$ cat src/rtl/lsu_apb_bridge.sv
// Load/store unit bridging the RV32I data-memory port onto an APB data bus.
// Latency: 4 cycles per access with a zero-wait slave (IDLE, SETUP, ACCESS, RESP); 2 cycles for rejected requests.
// Backpressure: stall holds the core until the RESP cycle; PREADY wait states extend ACCESS up to TIMEOUT_CYCLES.
//
// Ports:
//   clk, reset_n                       clock, async active-low reset
//   req_valid/req_we/req_funct3        load/store request from the datapath
//   req_addr/req_wdata                 byte address and store data (rs2)
//   stall                              hold PC and register-file write
//   rsp_valid/rsp_rdata/rsp_err        one-cycle commit pulse with extended load data / error
//   PADDR..PSTRB, PRDATA/PREADY/PSLVERR APB requester interface
module lsu_apb_bridge #(
  parameter int unsigned TIMEOUT_CYCLES = 255,
  parameter int unsigned ADDR_W         = 32
) (
  input  logic              clk,
  input  logic              reset_n,
  input  logic              req_valid,
  input  logic              req_we,
  input  logic [2:0]        req_funct3,
  input  logic [31:0]       req_addr,
  input  logic [31:0]       req_wdata,
  output logic              stall,
  output logic              rsp_valid,
  output logic [31:0]       rsp_rdata,
  output logic              rsp_err,
  output logic [ADDR_W-1:0] PADDR,
  output logic              PSEL,
  output logic              PENABLE,
  output logic              PWRITE,
  output logic [31:0]       PWDATA,
  output logic [3:0]        PSTRB,
  input  logic [31:0]       PRDATA,
  input  logic              PREADY,
  input  logic              PSLVERR
);

  // Counter only ever needs to hold 0..TIMEOUT_CYCLES-1.
  localparam int unsigned CNT_W = (TIMEOUT_CYCLES > 1) ? $clog2(TIMEOUT_CYCLES) : 1;

  typedef enum logic [1:0] {IDLE, SETUP, ACCESS, RESP} state_t;

  state_t             state_q, state_d;
  logic               we_q, we_d;
  logic [2:0]         f3_q, f3_d;
  logic [31:0]        addr_q, addr_d;
  logic [31:0]        wdata_q, wdata_d;
  logic [31:0]        rdata_q, rdata_d;
  logic               err_q, err_d;
  logic [CNT_W-1:0]   cnt_q, cnt_d;
  logic               req_ok;

  // Lane-align and extend the read word according to width/sign code.
  function automatic logic [31:0] load_ext(input logic [2:0] f3,
                                           input logic [1:0] b,
                                           input logic [31:0] d);
    logic [31:0] s;
    s = d >> {b, 3'b000};
    case (f3)
      3'b000:  load_ext = {{24{s[7]}}, s[7:0]};
      3'b001:  load_ext = {{16{s[15]}}, s[15:0]};
      3'b100:  load_ext = {24'h0, s[7:0]};
      3'b101:  load_ext = {16'h0, s[15:0]};
      default: load_ext = d;
    endcase
  endfunction

  // Legal code and natural alignment check on the incoming request.
  always_comb begin
    req_ok = 1'b0;
    case (req_funct3)
      3'b000:  req_ok = 1'b1;
      3'b001:  req_ok = ~req_addr[0];
      3'b010:  req_ok = (req_addr[1:0] == 2'b00);
      3'b100:  req_ok = ~req_we;
      3'b101:  req_ok = ~req_we & ~req_addr[0];
      default: req_ok = 1'b0;
    endcase
  end

  always_ff @(posedge clk or negedge reset_n) begin
    if (!reset_n) begin
      state_q <= IDLE;
      we_q    <= 1'b0;
      f3_q    <= 3'b000;
      addr_q  <= 32'h0;
      wdata_q <= 32'h0;
      rdata_q <= 32'h0;
      err_q   <= 1'b0;
      cnt_q   <= '0;
    end else begin
      state_q <= state_d;
      we_q    <= we_d;
      f3_q    <= f3_d;
      addr_q  <= addr_d;
      wdata_q <= wdata_d;
      rdata_q <= rdata_d;
      err_q   <= err_d;
      cnt_q   <= cnt_d;
    end
  end

  always_comb begin
    state_d = state_q;
    we_d    = we_q;
    f3_d    = f3_q;
    addr_d  = addr_q;
    wdata_d = wdata_q;
    rdata_d = rdata_q;
    err_d   = err_q;
    cnt_d   = cnt_q;
    case (state_q)
      IDLE: begin
        cnt_d = '0;
        if (req_valid) begin
          we_d    = req_we;
          f3_d    = req_funct3;
          addr_d  = req_addr;
          wdata_d = req_wdata;
          rdata_d = 32'h0;
          err_d   = ~req_ok;
          // Rejected requests skip the bus entirely and answer next cycle.
          state_d = req_ok ? SETUP : RESP;
        end
      end
      SETUP: begin
        cnt_d   = '0;
        state_d = ACCESS;
      end
      ACCESS: begin
        if (PREADY) begin
          state_d = RESP;
          err_d   = PSLVERR;
          rdata_d = (PSLVERR || we_q) ? 32'h0 : load_ext(f3_q, addr_q[1:0], PRDATA);
        end else if (cnt_q == CNT_W'(TIMEOUT_CYCLES - 1)) begin
          state_d = RESP;
          err_d   = 1'b1;
          rdata_d = 32'h0;
        end else begin
          cnt_d = cnt_q + 1'b1;
        end
      end
      RESP: begin
        cnt_d   = '0;
        state_d = IDLE;
      end
      default: state_d = IDLE;
    endcase
  end

  // Reset forces stall low even if the core keeps req_valid asserted.
  assign stall     = reset_n & req_valid & (state_q != RESP);
  assign rsp_valid = (state_q == RESP);
  assign rsp_rdata = (state_q == RESP) ? rdata_q : 32'h0;
  assign rsp_err   = (state_q == RESP) & err_q;

  assign PSEL    = (state_q == SETUP) || (state_q == ACCESS);
  assign PENABLE = (state_q == ACCESS);
  assign PADDR   = {addr_q[ADDR_W-1:2], 2'b00};
  assign PWRITE  = we_q;

  always_comb begin
    PSTRB  = 4'b0000;
    PWDATA = 32'h0;
    if (we_q) begin
      case (f3_q)
        3'b000: begin
          PSTRB  = 4'b0001 << addr_q[1:0];
          PWDATA = {4{wdata_q[7:0]}};
        end
        3'b001: begin
          PSTRB  = 4'b0011 << addr_q[1:0];
          PWDATA = {2{wdata_q[15:0]}};
        end
        3'b010: begin
          PSTRB  = 4'b1111;
          PWDATA = wdata_q;
        end
        default: begin
          PSTRB  = 4'b0000;
          PWDATA = 32'h0;
        end
      endcase
    end
  end

endmodule
$ cat config.mk
export PLATFORM = sky130hd
export DESIGN_NAME = lsu_apb_bridge
export DESIGN_NICKNAME = d
export VERILOG_FILES = /design/src/rtl/lsu_apb_bridge.sv
export SDC_FILE = /design/constraint.sdc
export NUM_CORES = 1
export LEC_CHECK = 0
export CAP_MARGIN = 25
export CELL_PAD_IN_SITES_DETAIL_PLACEMENT = 0
export CELL_PAD_IN_SITES_GLOBAL_PLACEMENT = 2
export CORE_MARGIN = 5
export CORE_UTILIZATION = 35
export DETAILED_ROUTE_END_ITERATION = 7
export DONT_BUFFER_PORTS = 1
export PLACE_DENSITY_LB_ADDON = 0.1
export SLEW_MARGIN = 20
export SYNTH_ARGS = -nofsm -noshare
export SYNTH_HDL_FRONTEND = slang
export SYNTH_SLANG_ARGS = --single-unit
export TNS_END_PERCENT = 5
$ cat constraint.sdc
create_clock -name clk -period 1.8 [get_ports clk]
set_input_delay 0.27 -clock clk [delete_from_list [all_inputs] [get_ports clk]]
set_output_delay 0.27 -clock clk [all_outputs]
set_load 0.02 [all_outputs]
==> out/results.tsv <==
metric	value	unit
status	complete, but fails checks	
violations	negative hold slack, negative setup slack	
cpPeakStageDelay	410	ps
path_cells	buf_6, nor2_4, buf_4, clkbuf_16, a22oi_1, nor2_1, buf_4	
yosys.area.top_type	dfrtp_1	
power	14300	uW
initialDrtViolationCount	167	
io_buffers	0	
yosys-top-cells-area	dfrtp_1, mux2_2, and2_1, o21ai_0, buf_4	
antenna_found_initial	2	
vias	4603	
final_nets	733	
p_leak	0.00327	uW
slowest_stage	dfrtp_1	
crit_fanout	5	
cts_tree	built	
htreeDepth	3	
rows	48	
viasPerCell	5.40	
clkLatencyLatePin	360	ps
synthesis.area	6220	sq um
worstSetupPathType	reg -> out	
clockBufferDepth	2	
grt_max_degree	113	
drive_gt1_share	45.1	%
core-area	17400	sq um
fmax	0.524	GHz
grt_use_met3	6.97	%
hold_viol	111	
grt_pass1_vias	4918	
die_x	143	um
setup_viol	47	
yosysWarnings	0	
hold_class	in -> async	
gr-max-usage-layer	met2	
critPathLaunch	f3_q[0]$_DFFE_PN0P_	
worst_slack	-109	ps
synth_cell_types	50	
synth-seq-cells	111	
grtUsageTotal	17.8	%
io_pins	211	
r2r-start	state_q[0]$_DFFE_PN0P_	
wl_per_cell	21.6	um
yosysMostFrequentCell	dfrtp_1	
peakVddDrop	0.000911	V
worstPathRequired	1530	ps
endpoint_kind	output pin	
fillerInstances	1633	
synth-edff-count	0	
drc	0	
path_clk_slew	80	ps
fin_crit_sh	106	%
pre_cts_slack	-85.6	ps
syn_inst	600	
grt-ovfl-total	0	
dr.pass1.iters	4	
met2_usage	28.6	%
synth_common_cells	dfrtp_1, mux2_2, o21ai_0, and2_1, nor2_1	
netlist.area_leader.share	44.7	%
cts_buffers	9	
routed_wl	18400	um
area_growth	22.6	%
drv_slew	0	
place.gp.congestion	0.784	
ant_nets	0	
cts_root_buf	clkbuf_16	
async_flop_share	100	%
cp-start-kind	flip-flop	
cp_common_cell	buf_4	
hpwl	12900	um
synth_area_per_cell	10.4	sq um
cp.arrival	1640	ps
period_needed	1910	ps
maxCapViolCount	0	
grt_setup_unrepaired	yes	
hold_ws	-404	ps
ys.flop_type	dfrtp_1	
initial_core_util	35.8	%
dieArea	20500	sq um
ys_seq_area_share	44.7	%
die_y	143	um
use_met1	22.3	%
grt_pass1_wl	28300	um
finalClockSkew	10.3	ps
p_per_area	1870	nW/um^2
cts_sinks	111	
-- registers in the layout, summed over array words and instances (netlist names) --
signal / cells
PWRITE: 1
addr_q: 32
cnt_q: 8
err_q: 1
f3_q: 3
rdata_q: 32
state_q: 2
wdata_q: 32
-- cells by family (layout without fill, tap and decap cells) --
kind of cell             Yosys count  in the layout  synth area share [%]
AO/OA/AOI/OAI                    155            155                  17.3
XOR/XNOR                           1              1                 0.141
adder cells (fa/ha/maj)            6              6                  1.21
buffers and inverters             85            111                  7.65
flip-flops                       111            111                  44.7
multiplexers                      91             91                  16.5
other                              1              3                0.0603
AND/OR/NAND/NOR                  150            150                  12.5
-- path summary, 6_finish.rpt --
path                                      endpoint  slack [ps]  cells past startpoint
max                                     PWDATA[18]        -110                      7
min                        wdata_q[24]$_DFFE_PN0P_        -400                      0
max reg2reg                rdata_q[15]$_DFFE_PN0P_         -60                      7
min reg2reg                      err_q$_DFFE_PN0P_         500                      1
max in group asynchronous     cnt_q[2]$_DFFE_PN0P_        2070                      0
min in group clk            wdata_q[0]$_DFFE_PN0P_          50                      1
-- cell type report --
class	instances	area [sq um]	area share, %
multi-input cells	405	3300	43.3
flip-flops and latches	111	2780	36.5
repair buffers	86	885	11.6
well taps	225	282	3.69
clock buffers	9	225	2.95
clock inverters	7	106	1.39
inverters	9	41.3	0.542
diodes	1	2.50	0.0328
-- power breakdown --
part	switching (uW)	total, uW	internal (uW)
registers	1170	4650	3470
logic	3870	7340	3470
clock network	1020	2270	1250
-- per-stage QoR --
step | instances | TNS, ps | cell area, sq um | util (%) | hold slack, ps
after floorplan | 601 | -5330 | 6240 | - | -25.6
after detailed placement | 816 | -1000 | 6670 | 38.5 | -22.6
after global routing | 852 | -7350 | 7620 | 43.9 | -430
final | 853 | -2490 | 7620 | 43.9 | -404
after CTS | 850 | -2720 | 7490 | 43.2 | -422
after global placement | 816 | -140 | 6670 | 38.5 | -22.4
-- metal layers --
layer / wire, um / share of wire (%)
met5: 34 / 0.18
met4: 310 / 1.7
met3: 1670 / 9.1
met2: 9000 / 49
met1: 7400 / 40
-- placed cells by master (no fill, tap or decap), types with 3 or more instances in the layout --
master     instances
a21oi_1            7
a21oi_2           15
a22oi_1           10
a2bb2oi_1          8
a32o_1             4
and2_2            11
and2_4            30
buf_12             9
buf_4             58
buf_6             15
clkbuf_16         10
dfrtp_1          107
dfrtp_2            4
ha_1               3
inv_1              5
inv_6              5
mux2_1             6
mux2_2            70
mux2_4             4
mux2i_1           10
nand2_1           27
nand2_4            8
nand3b_1           9
nor2_1            37
nor2b_1            8
nor3_1             3
o211ai_1           4
o21ai_0           49
o21ai_1           10
o221ai_1           7
o311ai_0           3
o31ai_1           10
o31ai_2           15
-- critical path, delay by kind of cell (launching register included) --
kind            cells  cell delay, ps
compound gates      1              60
flops               1             410
simple gates        2             240
buf+inv             4             570
-- timing repair --
action	4_1_cts	5_1_grt
resized for setup	102	50
pin swaps	21	16
gates cloned	3	1
endpoints found under the setup margin	93	165
buffers inserted	16	2
endpoints found under the hold margin	111	111
No activity file was read; power rests on OpenSTA's default activity.
